===== config.mk =====
export PLATFORM = sky130hd
export DESIGN_NAME = bus_read_mux
export DESIGN_NICKNAME = d
export VERILOG_FILES = /design/src/rtl/bus_read_pkg.sv /design/src/rtl/read_timeout_ctr.sv /design/src/rtl/bus_read_mux.sv
export SDC_FILE = /design/constraint.sdc
export NUM_CORES = 1
export LEC_CHECK = 0
export CAP_MARGIN = 20
export CORE_MARGIN = 1.5
export CORE_UTILIZATION = 35
export DETAILED_ROUTE_END_ITERATION = 10
export PLACE_DENSITY_LB_ADDON = 0.05
export REMOVE_ABC_BUFFERS = 1
export SLEW_MARGIN = 40
export SYNTH_ARGS = -nofsm -noshare
export SYNTH_HDL_FRONTEND = slang
export SYNTH_SLANG_ARGS = --single-unit

===== constraint.sdc =====
create_clock -name clk_i -period 1.95 [get_ports clk_i]
set_clock_uncertainty 0.05 [all_clocks]
set_input_delay 0.4875 -clock clk_i [delete_from_list [all_inputs] [get_ports clk_i]]
set_output_delay 0.4875 -clock clk_i [all_outputs]
set_load 0.03 [all_outputs]

===== src/rtl/bus_read_pkg.sv =====
// Shared types and constants for the bus read-return multiplexer.
package bus_read_pkg;

  typedef enum logic [1:0] {
    IDLE = 2'd0,
    WAIT = 2'd1,
    RESP = 2'd2
  } rd_state_e;

  localparam int unsigned DEF_NUM_SLAVES = 4;
  localparam int unsigned DEF_DATA_W     = 32;
  localparam int unsigned DEF_TIMEOUT    = 15;

  localparam logic [31:0] ERR_WORD = 32'hDEAD_BEEF;

  localparam int unsigned SLV_RAM   = 0;
  localparam int unsigned SLV_UART  = 1;
  localparam int unsigned SLV_SW    = 2;
  localparam int unsigned SLV_GAUSS = 3;

endpackage


===== src/rtl/read_timeout_ctr.sv =====
// Counts WAIT cycles without a valid strobe; expired_o flags the TIMEOUT-th such cycle.
module read_timeout_ctr
  import bus_read_pkg::*;
#(
  parameter int unsigned TIMEOUT = DEF_TIMEOUT
) (
  input  logic clk_i,
  input  logic rst_ni,
  input  logic clr_i,
  input  logic en_i,
  output logic expired_o
);

  logic [7:0] cnt_q;

  always_ff @(posedge clk_i) begin
    if (!rst_ni || clr_i) begin
      cnt_q <= 8'd0;
    end else if (en_i) begin
      cnt_q <= cnt_q + 8'd1;
    end
  end

  // Fires during the cycle in which the count would reach TIMEOUT.
  assign expired_o = en_i && (cnt_q == 8'(TIMEOUT - 1));

endmodule


===== src/rtl/bus_read_mux.sv =====
// Registered read-return mux: selects one slave, waits for its valid, returns one pulse.
// Optional WAIT timeout enabled by defining BUS_READ_MUX_TIMEOUT_EN.
module bus_read_mux
  import bus_read_pkg::*;
#(
  parameter int unsigned NUM_SLAVES = DEF_NUM_SLAVES,
  parameter int unsigned DATA_W     = DEF_DATA_W,
  parameter int unsigned TIMEOUT    = DEF_TIMEOUT,
  localparam int unsigned SEL_W     = (NUM_SLAVES > 1) ? $clog2(NUM_SLAVES) : 1
) (
  input  logic                         clk_i,
  input  logic                         rst_ni,
  input  logic [SEL_W-1:0]             sel_i,
  input  logic                         read_i,
  input  logic [NUM_SLAVES*DATA_W-1:0] slave_data_i,
  input  logic [NUM_SLAVES-1:0]        slave_valid_i,
  output logic [DATA_W-1:0]            data_o,
  output logic                         valid_o,
  output logic                         busy_o,
  output logic                         err_o
);

  localparam logic [DATA_W-1:0] ErrWordW = DATA_W'(ERR_WORD);

  rd_state_e         state_q;
  logic [SEL_W-1:0]  sel_q;
  logic [DATA_W-1:0] data_q;
  logic              valid_q;
  logic              busy_q;
  logic              err_q;

  logic              sel_ok;
  logic [DATA_W-1:0] sel_data;
  logic              sel_valid;
  logic              expired;

  assign sel_ok = 32'(sel_i) < NUM_SLAVES;

  always_comb begin
    sel_data  = '0;
    sel_valid = 1'b0;
    for (int unsigned k = 0; k < NUM_SLAVES; k++) begin
      if (sel_q == SEL_W'(k)) begin
        sel_data  = slave_data_i[k*DATA_W +: DATA_W];
        sel_valid = slave_valid_i[k];
      end
    end
  end

`ifdef BUS_READ_MUX_TIMEOUT_EN
  read_timeout_ctr #(
    .TIMEOUT(TIMEOUT)
  ) u_timeout_ctr (
    .clk_i    (clk_i),
    .rst_ni   (rst_ni),
    .clr_i    (state_q != WAIT),
    .en_i     ((state_q == WAIT) && !sel_valid),
    .expired_o(expired)
  );
`else
  logic unused_timeout;
  assign unused_timeout = ^TIMEOUT;
  assign expired        = 1'b0;
`endif

  always_ff @(posedge clk_i) begin
    if (!rst_ni) begin
      state_q <= IDLE;
      sel_q   <= '0;
      data_q  <= '0;
      valid_q <= 1'b0;
      busy_q  <= 1'b0;
      err_q   <= 1'b0;
    end else begin
      unique case (state_q)
        IDLE: begin
          if (read_i) begin
            if (sel_ok) begin
              sel_q   <= sel_i;
              busy_q  <= 1'b1;
              state_q <= WAIT;
            end else begin
              data_q  <= ErrWordW;
              err_q   <= 1'b1;
              valid_q <= 1'b1;
              state_q <= RESP;
            end
          end
        end
        WAIT: begin
          // A valid strobe beats an expiry landing in the same cycle.
          if (sel_valid) begin
            data_q  <= sel_data;
            err_q   <= 1'b0;
            valid_q <= 1'b1;
            busy_q  <= 1'b0;
            state_q <= RESP;
          end else if (expired) begin
            data_q  <= ErrWordW;
            err_q   <= 1'b1;
            valid_q <= 1'b1;
            busy_q  <= 1'b0;
            state_q <= RESP;
          end
        end
        RESP: begin
          valid_q <= 1'b0;
          err_q   <= 1'b0;
          state_q <= IDLE;
        end
        default: begin
          state_q <= IDLE;
        end
      endcase
    end
  end

  assign data_o  = data_q;
  assign valid_o = valid_q;
  assign busy_o  = busy_q;
  assign err_o   = err_q;

endmodule


Word level (Yosys, flattened, before mapping). Index checks and enable logic that the tools add are counted.

Register bits: 39. Bits in latches: 0. Memory bits (writable): 0. ROM bits: 0. Input port bits: 137. Output and inout port bits: 35. Logic and storage cells: 39. Memories: 0.

Add/sub/neg operators: 0. $mul: 0. Divide/modulo/power cells: 0. Magnitude comparators: 0. Equal/unequal tests: 7. Shift operators: 0. Multiplexer cells: 17. Bitwise logic cells: 0. Reduce and logical (&&, ||, !) cells: 9.

Operators by type and width (count): $mux W32 (4); $reduce_and A2 Y1 (4); $mux W1 (7); $eq A2 B2 Y1 const B (3); $pmux W1 S2 (3); $eq A2 B1 Y1 const B (2); $logic_not A2 Y1 (2); $mux W2 (2); $ne A2 B2 Y1 const B (2); $pmux W2 S2 (1); $reduce_bool A2 Y1 (2); $reduce_and A3 Y1 (1).

Logic depth before layout (Yosys ltp).
Depth after elaboration: 7. Depth in mapped cells: 7.

Worst setup path before layout. No wires, ideal clock.

Path kind: register to register. From: reg sel_q[0]. To: reg data_q[10], in the netlist data_o[10]. Data arrival time: 1440 ps. Data required time: 1784 ps. Path slack: 344 ps. Stages on the path, launching flop included: 6. Buffers on the path: 2. Clock period less this slack: 1606 ps. Path through: dfxtp_1 buf_4 buf_2 mux4_2 mux2i_1 nor2b_1.

Longest elaborated chain between the ends: 6. Elaborated cells between the ends (all ways): 13. Classes of those cells: eq/ne (3); mux (8); reduce/logical (2).

Ends and longest elaborated chain: start: declaration (line bus_read_mux.sv:26) `logic [SEL_W-1:0] sel_q;`; start signal: assignment (line bus_read_mux.sv:79) `sel_q <= sel_i;`; $logic_not A2 Y1 (line bus_read_mux.sv:43) `if (sel_q == SEL_W'(k)) begin`; $mux W1 (4 in a row) (line bus_read_mux.sv:43); $reduce_and A2 Y1 (no source line); end signal: assignment (line bus_read_mux.sv:83) `data_q <= ErrWordW;`; end signal: assignment (line bus_read_mux.sv:93) `data_q <= sel_data;`; end signal: assignment (line bus_read_mux.sv:99) `data_q <= ErrWordW;`; end: declaration (line bus_read_mux.sv:27) `logic [DATA_W-1:0] data_q;`.

Parallel ways exist; a longest one is shown, timed or not. A chain may end at the register's enable or synchronous reset.

Worst setup path after layout.
From: reg busy_q, in the netlist busy_o. To: out busy_o.

RTL lines: start: declaration (line bus_read_mux.sv:29) `logic busy_q;`; start signal: assignment (line bus_read_mux.sv:72) `busy_q <= 1'b0;`; start signal: assignment (line bus_read_mux.sv:80) `busy_q <= 1'b1;`; start signal: assignment (line bus_read_mux.sv:96) `busy_q <= 1'b0;`; end: declaration (line bus_read_mux.sv:19) `output logic busy_o,`.

No word-level cell between the ends.

==> metrics.md <==
| Metric | Value |
|---|---|
| # Post-CTS Setup Buffers | `0` |
| Final hold slack | `0.4409 ns` |
| Design Area, Final | `4252 um2` |
| Number of diodes | `0` |
| Worst vdd ir | `0.5289 mV` |
| Total GRT Usage | `19.17%` |
| Ports | `172` |
| Failing checks | `design-rule violations` |
| Die ar. | `7206 um2` |
| Vias in the first global route | `2296` |
| Period utilization | `96.98%` |
| Crit path largest cell delay | `0.69 ns` |
| Wire per inst | `15.41 um` |
| Worst path cell trace | `clkdlybuf4s50_1` |
| CP Class | `reg -> out` |
| P_sw | `1.195 mW` |
| Clock power frac | `16.4%` |
| Final Critical Period | `1.891 ns` |
| Post-place setup slack | `-0.07969 ns` |
| Final HPWL DP | `5643 um` |
| Synth unique cells | `24` |
| Filler cell count | `559` |
| DR pass1 iterations | `7` |
| Seq pwr share | `30.2%` |
| Worst path bufs/invs | `1` |
| Initial drt markers | `75` |
| GRT overflow | `0` |
| YS warnings | `0` |
| Post-Synthesis Cells | `188` |
| Die Height | `84.89 um` |
| Cts bufs inserted | `5` |
| CTS tree | `done` |
| First-pass GRT wire length | `11020 um` |
| Mean Syn Cell Area | `12.49 um2` |
| Family with the most delay on the worst path | `buffers and inverters` |
| RSZ-0062 raised after global routing | `false` |
| Gate power share | `53.4%` |
| Worst path arrival time | `1.35 ns` |
| Remaining antenna violation count | `0` |
| Max Cap Viol | `0` |
| Row Count | `29` |
| Cell Area, Synth | `2347 um2` |
| HP Class | `reg -> reg` |
| Startpoint Class | `register` |
| Final setup violation count | `0` |
| Sequential share of the synthesized area | `32.41%` |
| Die span in x | `84.89 um` |
| Net count, final | `502` |
| Clk Latency, worst-skew pair | `0.28 ns` |
| Clock sinks | `38` |
| Crit path max fanout | `3` |
| Fmax | `528.8 MHz` |
| Switching share of power | `35.02%` |
| Final Slew Violations | `0` |
| H-tree Lvls | `2` |
| Worst path slowest cell | `clkdlybuf4s50_1` |
| Commonest non-fill, non-tap cell in the layout | `clkdlybuf4s50_1` |
| Status | `complete, but fails checks` |
| P_leak | `1.463 nW` |
| Crit path required time | `1.41 ns` |
| # DRC | `12` |
| Synth-to-Final Area Change | `81.13%` |
| Power per Cell Area | `802.8 nW/um2` |
| Crit. End Element | `output pin` |
| Clock Path Buffers | `2` |
| Antenna violations before repair | `0` |
| Worst setup margin | `0.05897 ns` |
| Largest net degree at the start of global routing | `26` |
| Layout cells sized above 1 | `14.68%` |
| Highest-count cells in the layout ignoring fill and taps | `170 x clkdlybuf4s50_1, 36 x mux2i_1, 36 x dfxtp_1` |
| Overall routed net length | `6748 um` |
| Vias | `2165` |
| Cell-internal power | `2.218 mW` |
| Routability congestion estimate | `0.7909` |
| Reg clk slew, reported paths | `0.07 ns` |
| Post-CTS sizing | `0` |
| Initial Utilization | `36.55%` |
| Final hold vios | `0` |
| Core box area | `6422 um2` |
| PortBufs | `170` |
| Placed Area | `4156 um2` |
| Cts hold-fix bufs | `0` |
| Root Driver | `clkbuf_8` |
| Routed vias/inst | `4.943` |
| Synthesized flop and latch total | `38` |
power groups by stage:
stage	registers, mW	clock network, mW	logic, mW
6_report	1.03	0.561	1.82
2_1_floorplan	1.35	0	0.756
4_1_cts	1.03	0.579	1.84
5_1_grt	1.05	0.619	1.96
3_3_place_gp	1.05	0	1.81
3_5_place_dp	1.05	0	1.84
synth_stat cells, drive strengths merged:
master / instances / area share, %
buf: 10 / 3.1
a21boi: 2 / 0.64
ha: 5 / 2.7
nand2: 9 / 1.4
nand3: 2 / 0.43
and2: 2 / 0.53
a311oi: 1 / 0.37
a21oi: 1 / 0.21
o22ai: 2 / 1.1
mux4: 32 / 31
a22oi: 1 / 0.32
dfxtp: 38 / 32
clkbuf: 5 / 0.80
inv: 5 / 0.80
conb: 1 / 0.16
o21ai: 2 / 0.43
nor2b: 28 / 7.5
mux2i: 36 / 15
nor2: 5 / 0.80
nand2b: 1 / 0.27
final timing paths:
path | startpoint | endpoint | slack (ns) | cells past startpoint
max | busy_o | busy_o | 0.06 | 1
min | data_o[0] | data_o[0] | 0.44 | 2
max reg2reg | state_q[1] | state_q[1] | 0.18 | 6
min reg2reg | data_o[0] | data_o[0] | 0.44 | 2
routing by layer:
layer | part of all wire [%] | vias up | track usage, %
met4 | 1.4 | 0 | 4.322
met5 | 0 | - | 0
met2 | 51 | 87 | 34.62
met3 | 7.3 | 9 | 4.280
li1 | - | 1041 | -
met1 | 40 | 1028 | 23.38
per-stage QoR:
stage	power (mW)	setup TNS, ns	util [%]	cells
final	3.413	0	66.20	438
after global routing	3.634	0	66.20	438
after CTS	3.454	0	66.20	438
after detailed placement	2.886	-1.313	64.72	430
after global placement	2.862	-0.1150	64.72	430
after floorplan	2.106	-46.93	-	173
registers in the layout, indices dropped and copies added, names as in the netlist:
name / count
busy_o: 1
valid_o: 1
sel_q: 2
state_q: 2
data_o: 32
cells by family after synthesis:
group | count (synthesis) | share of synthesized area (%)
and+or+nand+nor | 47 | 10.93
AOI/OAI and AO/OA | 9 | 3.092
other | 1 | 0.1598
muxes | 68 | 46.06
buffers and inverters | 20 | 4.691
adders and majority gates | 5 | 2.665
DFF | 38 | 32.41
layout make-up:
| cell class | instances | area [um2] | area share (%) |
|---|---|---|---|
| inverters | 5 | 18.77 | 0.4414 |
| repair buffers | 180 | 1802 | 42.38 |
| multi-input cells | 130 | 1476 | 34.73 |
| well taps | 77 | 96.34 | 2.266 |
| clock inverters | 2 | 12.51 | 0.2943 |
| clock buffers | 6 | 82.58 | 1.942 |
| flip-flops and latches | 38 | 763.2 | 17.95 |
No activity file was read; power rests on OpenSTA's default activity.
